==> src/rtl/mips_pkg.sv <==
// Shared encodings for the multicycle MIPS core: ALU function codes, opcode and
// funct values, control FSM states and datapath mux select encodings.
package mips_pkg;

  localparam logic [3:0] ALU_PASSB = 4'd0;
  localparam logic [3:0] ALU_OR    = 4'd1;
  localparam logic [3:0] ALU_SUB   = 4'd2;
  localparam logic [3:0] ALU_ADD   = 4'd3;
  localparam logic [3:0] ALU_AND   = 4'd4;
  localparam logic [3:0] ALU_XOR   = 4'd5;
  localparam logic [3:0] ALU_NOR   = 4'd6;
  localparam logic [3:0] ALU_SLT   = 4'd7;
  localparam logic [3:0] ALU_SLTU  = 4'd8;
  localparam logic [3:0] ALU_PASSA = 4'd9;

  localparam logic [5:0] OP_RTYPE = 6'h00;
  localparam logic [5:0] OP_J     = 6'h02;
  localparam logic [5:0] OP_BEQ   = 6'h04;
  localparam logic [5:0] OP_BNE   = 6'h05;
  localparam logic [5:0] OP_ADDI  = 6'h08;
  localparam logic [5:0] OP_ADDIU = 6'h09;
  localparam logic [5:0] OP_SLTI  = 6'h0A;
  localparam logic [5:0] OP_SLTIU = 6'h0B;
  localparam logic [5:0] OP_ANDI  = 6'h0C;
  localparam logic [5:0] OP_ORI   = 6'h0D;
  localparam logic [5:0] OP_XORI  = 6'h0E;
  localparam logic [5:0] OP_LUI   = 6'h0F;
  localparam logic [5:0] OP_LW    = 6'h23;
  localparam logic [5:0] OP_SW    = 6'h2B;

  localparam logic [5:0] FN_ADD  = 6'h20;
  localparam logic [5:0] FN_ADDU = 6'h21;
  localparam logic [5:0] FN_SUB  = 6'h22;
  localparam logic [5:0] FN_SUBU = 6'h23;
  localparam logic [5:0] FN_AND  = 6'h24;
  localparam logic [5:0] FN_OR   = 6'h25;
  localparam logic [5:0] FN_XOR  = 6'h26;
  localparam logic [5:0] FN_NOR  = 6'h27;
  localparam logic [5:0] FN_SLT  = 6'h2A;
  localparam logic [5:0] FN_SLTU = 6'h2B;

  typedef enum logic [3:0] {
    S_FETCH,
    S_DECODE,
    S_MEMADR,
    S_MEMRD,
    S_MEMWB,
    S_MEMWR,
    S_RTYPE,
    S_ITYPE,
    S_ALUWB,
    S_BRANCH,
    S_JUMP
  } state_e;

  localparam logic       SRCA_PC      = 1'b0;
  localparam logic       SRCA_A       = 1'b1;
  localparam logic [1:0] SRCB_B       = 2'd0;
  localparam logic [1:0] SRCB_4       = 2'd1;
  localparam logic [1:0] SRCB_IMM     = 2'd2;
  localparam logic [1:0] SRCB_IMM_SH2 = 2'd3;

  localparam logic [1:0] EXT_ZERO = 2'd0;
  localparam logic [1:0] EXT_SIGN = 2'd1;
  localparam logic [1:0] EXT_LUI  = 2'd2;

  localparam logic [1:0] PC_ALU    = 2'd0;
  localparam logic [1:0] PC_ALUOUT = 2'd1;
  localparam logic [1:0] PC_JUMP   = 2'd2;

  function automatic logic funct_legal(input logic [5:0] f);
    return (f[5:3] == 3'b100) || (f == FN_SLT) || (f == FN_SLTU);
  endfunction

  // addi..lui occupy the contiguous opcode range 08h-0Fh
  function automatic logic is_itype(input logic [5:0] o);
    return o[5:3] == 3'b001;
  endfunction

endpackage

==> src/rtl/mc_alu_dec.sv <==
// ALU function and immediate-extension decode for the multicycle control FSM.
// Purely combinational from the current state and the instruction fields.
module mc_alu_dec
  import mips_pkg::*;
(
  input  state_e     state_i,
  input  logic [5:0] op_i,
  input  logic [5:0] funct_i,
  output logic [3:0] alu_f_o,
  output logic [1:0] ext_op_o
);

  always_comb begin
    alu_f_o  = ALU_ADD;
    ext_op_o = EXT_ZERO;
    case (state_i)
      S_DECODE, S_MEMADR: ext_op_o = EXT_SIGN;
      S_RTYPE: begin
        case (funct_i)
          FN_ADD, FN_ADDU: alu_f_o = ALU_ADD;
          FN_SUB, FN_SUBU: alu_f_o = ALU_SUB;
          FN_AND:          alu_f_o = ALU_AND;
          FN_OR:           alu_f_o = ALU_OR;
          FN_XOR:          alu_f_o = ALU_XOR;
          FN_NOR:          alu_f_o = ALU_NOR;
          FN_SLT:          alu_f_o = ALU_SLT;
          FN_SLTU:         alu_f_o = ALU_SLTU;
          default:         alu_f_o = ALU_ADD;
        endcase
      end
      S_ITYPE: begin
        ext_op_o = EXT_SIGN;
        case (op_i)
          OP_ADDI, OP_ADDIU: alu_f_o = ALU_ADD;
          OP_SLTI:           alu_f_o = ALU_SLT;
          OP_SLTIU:          alu_f_o = ALU_SLTU;
          OP_ANDI: begin
            alu_f_o  = ALU_AND;
            ext_op_o = EXT_ZERO;
          end
          OP_ORI: begin
            alu_f_o  = ALU_OR;
            ext_op_o = EXT_ZERO;
          end
          OP_XORI: begin
            alu_f_o  = ALU_XOR;
            ext_op_o = EXT_ZERO;
          end
          OP_LUI: begin
            alu_f_o  = ALU_PASSB;
            ext_op_o = EXT_LUI;
          end
          default: alu_f_o = ALU_ADD;
        endcase
      end
      S_BRANCH: alu_f_o = ALU_SUB;
      default: ;
    endcase
  end

endmodule

==> src/rtl/mc_ctrl.sv <==
// Multicycle MIPS control unit: Moore FSM driving datapath selects and enables,
// handshaking with memory via mem_ready and aborting stalled accesses after MEM_TO cycles.
module mc_ctrl
  import mips_pkg::*;
#(
  parameter int unsigned MEM_TO = 255
) (
  input  logic       clk,
  input  logic       rst_n,
  input  logic [5:0] op,
  input  logic [5:0] funct,
  input  logic       zero,
  input  logic       mem_ready,
  output logic       mem_rd,
  output logic       mem_we,
  output logic       iord,
  output logic       ir_we,
  output logic       pc_en,
  output logic [1:0] pc_src,
  output logic       reg_we,
  output logic       reg_dst,
  output logic       mem2reg,
  output logic       srca,
  output logic [1:0] srcb,
  output logic [1:0] ext_op,
  output logic [3:0] alu_f,
  output logic       illegal,
  output logic       mem_err
);

  localparam int unsigned CW    = (MEM_TO < 2) ? 1 : $clog2(MEM_TO + 1);
  localparam bit          TO_EN = (MEM_TO != 0);

  state_e          state_q, state_d;
  logic [CW-1:0]   cnt_q, cnt_d;
  logic            in_mem, timeout;
  logic [3:0]      alu_f_dec;
  logic [1:0]      ext_op_dec;

  mc_alu_dec u_alu_dec (
    .state_i (state_q),
    .op_i    (op),
    .funct_i (funct),
    .alu_f_o (alu_f_dec),
    .ext_op_o(ext_op_dec)
  );

  assign in_mem  = (state_q == S_FETCH) || (state_q == S_MEMRD) || (state_q == S_MEMWR);
  assign timeout = TO_EN && in_mem && !mem_ready && (cnt_q == CW'(MEM_TO));

  always_ff @(posedge clk or negedge rst_n) begin
    if (!rst_n) begin
      state_q <= S_FETCH;
      cnt_q   <= '0;
    end else begin
      state_q <= state_d;
      cnt_q   <= cnt_d;
    end
  end

  // A timeout in FETCH keeps the state, so the counter must clear on it explicitly
  always_comb begin
    cnt_d = cnt_q;
    if (timeout || (state_d != state_q)) begin
      cnt_d = '0;
    end else if (TO_EN && in_mem && !mem_ready) begin
      cnt_d = cnt_q + 1'b1;
    end
  end

  always_comb begin
    state_d = state_q;
    mem_rd  = 1'b0;
    mem_we  = 1'b0;
    iord    = 1'b0;
    ir_we   = 1'b0;
    pc_en   = 1'b0;
    pc_src  = PC_ALU;
    reg_we  = 1'b0;
    reg_dst = 1'b0;
    mem2reg = 1'b0;
    srca    = SRCA_PC;
    srcb    = SRCB_B;
    illegal = 1'b0;
    mem_err = 1'b0;

    case (state_q)
      S_FETCH: begin
        srcb = SRCB_4;
        if (timeout) begin
          mem_err = 1'b1;
        end else begin
          mem_rd = 1'b1;
          ir_we  = mem_ready;
          pc_en  = mem_ready;
          if (mem_ready) state_d = S_DECODE;
        end
      end
      S_DECODE: begin
        srcb = SRCB_IMM_SH2;
        if ((op == OP_LW) || (op == OP_SW))                state_d = S_MEMADR;
        else if ((op == OP_RTYPE) && funct_legal(funct))   state_d = S_RTYPE;
        else if (is_itype(op))                             state_d = S_ITYPE;
        else if ((op == OP_BEQ) || (op == OP_BNE))         state_d = S_BRANCH;
        else if (op == OP_J)                               state_d = S_JUMP;
        else begin
          illegal = 1'b1;
          state_d = S_FETCH;
        end
      end
      S_MEMADR: begin
        srca    = SRCA_A;
        srcb    = SRCB_IMM;
        state_d = (op == OP_LW) ? S_MEMRD : S_MEMWR;
      end
      S_MEMRD: begin
        iord = 1'b1;
        if (timeout) begin
          mem_err = 1'b1;
          state_d = S_FETCH;
        end else begin
          mem_rd = 1'b1;
          if (mem_ready) state_d = S_MEMWB;
        end
      end
      S_MEMWB: begin
        reg_we  = 1'b1;
        mem2reg = 1'b1;
        state_d = S_FETCH;
      end
      S_MEMWR: begin
        iord = 1'b1;
        if (timeout) begin
          mem_err = 1'b1;
          state_d = S_FETCH;
        end else begin
          mem_we = 1'b1;
          if (mem_ready) state_d = S_FETCH;
        end
      end
      S_RTYPE: begin
        srca    = SRCA_A;
        reg_dst = 1'b1;
        state_d = S_ALUWB;
      end
      S_ITYPE: begin
        srca    = SRCA_A;
        srcb    = SRCB_IMM;
        state_d = S_ALUWB;
      end
      S_ALUWB: begin
        reg_we  = 1'b1;
        reg_dst = (op == OP_RTYPE);
        state_d = S_FETCH;
      end
      S_BRANCH: begin
        srca    = SRCA_A;
        pc_src  = PC_ALUOUT;
        pc_en   = zero ^ (op == OP_BNE);
        state_d = S_FETCH;
      end
      S_JUMP: begin
        pc_src  = PC_JUMP;
        pc_en   = 1'b1;
        state_d = S_FETCH;
      end
      default: state_d = S_FETCH;
    endcase

    // The register only clears on the reset edge; hold every output quiet for the whole low phase
    if (!rst_n) begin
      mem_rd  = 1'b0;
      mem_we  = 1'b0;
      iord    = 1'b0;
      ir_we   = 1'b0;
      pc_en   = 1'b0;
      pc_src  = PC_ALU;
      reg_we  = 1'b0;
      reg_dst = 1'b0;
      mem2reg = 1'b0;
      srca    = SRCA_PC;
      srcb    = SRCB_B;
      illegal = 1'b0;
      mem_err = 1'b0;
    end
  end

  assign alu_f  = rst_n ? alu_f_dec  : ALU_ADD;
  assign ext_op = rst_n ? ext_op_dec : EXT_ZERO;

endmodule

==> config.mk <==
export PLATFORM = sky130hd
export DESIGN_NAME = mc_ctrl
export DESIGN_NICKNAME = d
export VERILOG_FILES = /design/src/rtl/mips_pkg.sv /design/src/rtl/mc_alu_dec.sv /design/src/rtl/mc_ctrl.sv
export SDC_FILE = /design/constraint.sdc
export NUM_CORES = 1
export LEC_CHECK = 0
export ABC_AREA = 1
export CORE_MARGIN = 1
export CORE_UTILIZATION = 25
export CTS_CLUSTER_SIZE = 16
export DETAILED_ROUTE_END_ITERATION = 6
export SLEW_MARGIN = 20
export SYNTH_ARGS = -nofsm -noshare
export SYNTH_HDL_FRONTEND = slang
export SYNTH_HIERARCHICAL = 1
export SYNTH_SLANG_ARGS = --single-unit
==> constraint.sdc <==
create_clock -name clk -period 3.5 [get_ports clk]
set_input_delay 0.7 -clock clk [delete_from_list [all_inputs] [get_ports clk]]
set_output_delay 0.7 -clock clk [all_outputs]
set_load 0.02 [all_outputs]
# Word-level counts from Yosys, hierarchy flattened
# Cells that the tools add are included.
[totals]
register_bits = 12
in_bits = 16
output_inout_bits = 21
elab_cells = 117
[op_classes]
addsub = 1
n_eq_ne = 33
muxes = 56
n_bitwise = 1
n_reduce_logical = 24
[ops]
columns = ["operator", "count"]
rows = [
  ["$eq 6x6->1 const B", 10],
  ["$mux 4", 12],
  ["$pmux 4 s6", 2],
  ["$eq 6x4->1 const B", 6],
  ["$mux 1", 28],
  ["$pmux 4 s7", 1],
  ["$eq 4x3->1 const B", 4],
  ["$mux 8", 2],
  ["$reduce_or 2->1", 7],
  ["$eq 4x4->1 const B", 3],
  ["$eq 6x3->1 const B", 2],
  ["$pmux 2 s2", 3],
  ["$pmux 4 s3", 1],
  ["$add 8x1->8 const B", 1],
  ["$eq 4x2->1 const B", 2],
  ["$eq 8x8->1 const B", 1],
  ["$logic_or 1x1->1", 7],
  ["$eq 6x2->1 const B", 1],
  ["$logic_not 6->1", 1],
  ["$mux 2", 3],
  ["$pmux 2 s3", 1],
  ["$reduce_or 3->1", 2],
  ["$eq 4x1->1 const B", 1],
  ["$logic_not 4->1", 1],
  ["11 further kinds", 13],
]

# Logic depth before layout (Yosys ltp)
[logic_depth]
ltp_word = 10
mapped_depth = 13

# Modules after synthesis
# Netlist, hierarchy kept.
[by_module_without_submodules]
columns = ["mod", "n_inst", "cells_per_inst", "area_each_um2", "seq_area_each_um2"]
rows = [
  ["mc_ctrl", 1, 166, 1183.6, 300.3],
  ["mc_alu_dec", 1, 79, 399.1, 0.0],
]

# Worst setup path before layout
# No wires, ideal clock.
[synth_timing]
path_kind = "in2out"
from = "input port rst_n"
to = "output port illegal"
t_arrival_ps = 2174
required_ps = 2800
setup_slack_ps = 626
stages = 5
path_buffers = 1
cell_sequence = "clkbuf_1 > inv_1 > nor3_1 > nand3_1 > nor3_1"
[synth_between]
elab_chain_cells = 1
[synth_rtl]
columns = ["item", "line", "source"]
rows = [
  ["start: declaration", "mc_ctrl.sv:9", "input logic rst_n,"],
  ["$mux 1", "mc_ctrl.sv:171", "if (!rst_n) begin"],
  ["end: declaration", "mc_ctrl.sv:27", "output logic illegal,"],
]
# Every way passes these cells.

# Worst setup path after layout
[layout_timing]
from = "input port op[1]"
to = "output port alu_f[3]"
[layout_between]
elab_chain_cells = 4
word_cells_on_any_way = 9
cone_classes = "6 x eq/ne; 3 x mux"
[layout_rtl]
columns = ["item", "line", "source"]
rows = [
  ["start: declaration", "mc_ctrl.sv:10", "input logic [5:0] op,"],
  ["$eq 6x4->1", "mc_alu_dec.sv:33", "case (op_i)"],
  ["$pmux 4 s6 *", "mc_alu_dec.sv:33", ""],
  ["$pmux 4 s3 *", "mc_alu_dec.sv:16", "case (state_i)"],
  ["net alu_f_dec[3]", "mc_ctrl.sv:37", "logic [3:0] alu_f_dec;"],
  ["$mux 4 *", "mc_ctrl.sv:188", "assign alu_f = rst_n ? alu_f_dec : ALU_ADD;"],
  ["end: declaration", "mc_ctrl.sv:26", "output logic [3:0] alu_f,"],
]
# The timed path passes the listed nets; every way through them passes the cells marked *.

==> out/results.txt <==
Mapped Avg Cell Area -> 6.460 sq um
Fin Clk Skew -> 2.520 ps
post-CTS setup buffers -> 0
RSZ-0062 raised after global routing -> false
Nets -> 304
top layer in use -> met3
Core Footprint -> 0.006026 sq mm
relative slew slack -> 63.78%
largest net degree at the start of global routing -> 21
cell area after layout -> 0.002097 sq mm
Power Total -> 793.7 uW
Netlist cell types -> 37
Synth Warn # -> 6
PnR worst setup slack -> 176.5 ps
max-cap viol count -> 0
TritonCTS clock tree -> yes
CP Max Fanout -> 9
Clk pin slew, worst setup/hold paths -> 50 ps
H-tree depth -> 1
first-pass GRT wire length -> 6410 um
DRC Markers -> 0
WP data arrival -> 2620 ps
Clock Tree Root -> clkbuf_8
commonest non-fill, non-tap cell in the layout -> nand2_1
# setup viols final -> 0
Post-Syn Area -> 0.001583 sq mm
via count -> 1612
met2 wire length -> 1785 um
Die X -> 81.57 um
synthesized instance count -> 245
worst slew pin tran -> 543.2 ps
Syn-to-layout area delta -> 32.49%
wire length on met1 -> 1818 um
setup_tns -> 0 ps
First DRT Iteration DRCs -> 66
total gr overflow -> 0
type of the tightest min-delay check -> register to register
Lkg Pwr -> 0.9769 nW
Placed Area -> 0.002048 sq mm
Chip Height -> 81.57 um
n_diodes -> 0
Syn Nets -> 262
maximum vdd drop -> 174.3 uV
CP Class -> primary input to primary output
initial antenna violation count -> 0
Synth Area in Compound Gates -> 9.012%
clock sink count -> 12
FMAX -> 300.9 MHz
TritonCTS Buffers -> 3
multiplexer share of the synthesized area -> 0%
mean number of vias per cell -> 4.478
simple logic cell fraction of the synthesized area -> 56.52%
crit share post-route -> 94.96%
Die Area -> 0.006654 sq mm
most frequent cells in the layout -> nand2_1, clkdlybuf4s50_1, inv_1
final wirelength -> 3768 um
Pre-Repair DR Iteration Count -> 4
row cnt -> 28
status -> finished, final reports clean
PostCTS Resize Cnt -> 0
I/O pin total -> 37
Synth async-reset ratio -> 100.0%
area share of fa/ha/maj cells after synthesis -> 0.7905%
DR WL met3 -> 164 um
wire per inst -> 10.47 um
type of origin of the critical path -> primary input
CTS Buffer Depth -> 2
hold_buf cts -> 0
final critical-path required period -> 3323 ps
Synth Register Bits -> 12
routability cong. -> 0.8317
vias in the first global route -> 1481
Power Density -> 378.5 mW/mm^2
Post-synth EDFFs -> 0
Skew-Pair Late Insertion Delay -> 230 ps
Final HPWL DP -> 3173 um
xor/xnor cell area share of the yosys netlist -> 3.320%
hold_ws -> 481.0 ps
pre-CTS setup slack -> 64.89 ps
CP Capture Type -> primary output
GRT Util Overall -> 11.87%
sequential area share after synthesis -> 18.97%
main combinational cell family by area after synthesis -> simple AND/OR/NAND/NOR gates
Final Max Tran Viols -> 0
layout cells sized above 1 -> 23.51%
Post-synth top flop -> dfrtp_1
remaining antenna violation count -> 0
port bufs -> 36
Initial Util -> 26.27%
final hold vios -> 0
WP data required -> 2800 ps
[cell type report]
cell class | instances | area [sq um]
sequential | 12 | 300.3
inverter | 43 | 161.4
timing repair buffer | 40 | 397.9
fill | 655 | 3929
clock buffer | 3 | 41.29
multi-input combinational | 187 | 1102
tap | 75 | 93.84
[power by group]
part,internal (mW),switching (mW),total [mW]
registers,0.159,0.0361,0.195
clock network,0.0755,0.0464,0.122
logic,0.176,0.301,0.477
total,0.410,0.383,0.794
[final timing paths]
path / startpoint / end / slack, ps / cells past startpoint
max in group asynchronous: rst_n / state_q[0]$_DFF_PN0_ / 2460 / 2
min: cnt_q[0]$_DFFE_PN0P_ / cnt_q[0]$_DFFE_PN0P_ / 480 / 1
max reg2reg: state_q[1]$_DFF_PN0_ / cnt_q[2]$_DFFE_PN0P_ / 1650 / 8
max: op[1] / alu_f[3] / 180 / 7
min in group asynchronous: rst_n / cnt_q[1]$_DFFE_PN0P_ / 840 / 2
min reg2reg: cnt_q[0]$_DFFE_PN0P_ / cnt_q[0]$_DFFE_PN0P_ / 480 / 1
[sequential cells by signal, summed over array words and instances, names as in the netlist]
signal / count
cnt_q: 8
state_q: 4
[cells in the mapped netlist, drive strengths merged, types with 2 or more instances]
cell	count	area, sq um
a21oi	7	42.54
or2	4	27.53
nand3	21	140.1
inv	43	161.4
dfrtp	12	300.3
xor2	4	35.03
nand4	8	50.05
nor2	41	247.7
nand2	66	285.3
xnor2	2	17.52
o211ai	2	15.01
o21ai	8	47.55
nor3	16	130.1
clkbuf	2	7.510
[per-stage QoR]
step           std cells  utilization, %
2_1_floorplan        245               -
3_3_place_gp         357           33.99
3_5_place_dp         357           33.99
4_1_cts              360           34.68
5_1_grt              360           34.80
6_report             360           34.80
[layer usage]
layer | vias to the layer above | track usage [%]
met2 | 31 | 21.08
met1 | 716 | 16.06
li1 | 865 | -
met3 | 0 | 1.000
met5 | - | 0
met4 | 0 | 1.053
[worst max-delay path, stage by stage]
cell	delay (ps)
clkdlybuf4s50_1	640
o211ai_1	190
or2_4	270
o21ai_2	110
nand2_1	60
inv_1	60
clkdlybuf4s50_1	600
[kinds of logic after synthesis]
kind of cell             Yosys count
flip-flops                        12
buffers and inverters             46
AND/OR/NAND/NOR                  158
adder cells (fa/ha/maj)            1
XOR/XNOR                           6
AO/OA/AOI/OAI                     22
Power figures use the tool's default switching activity.
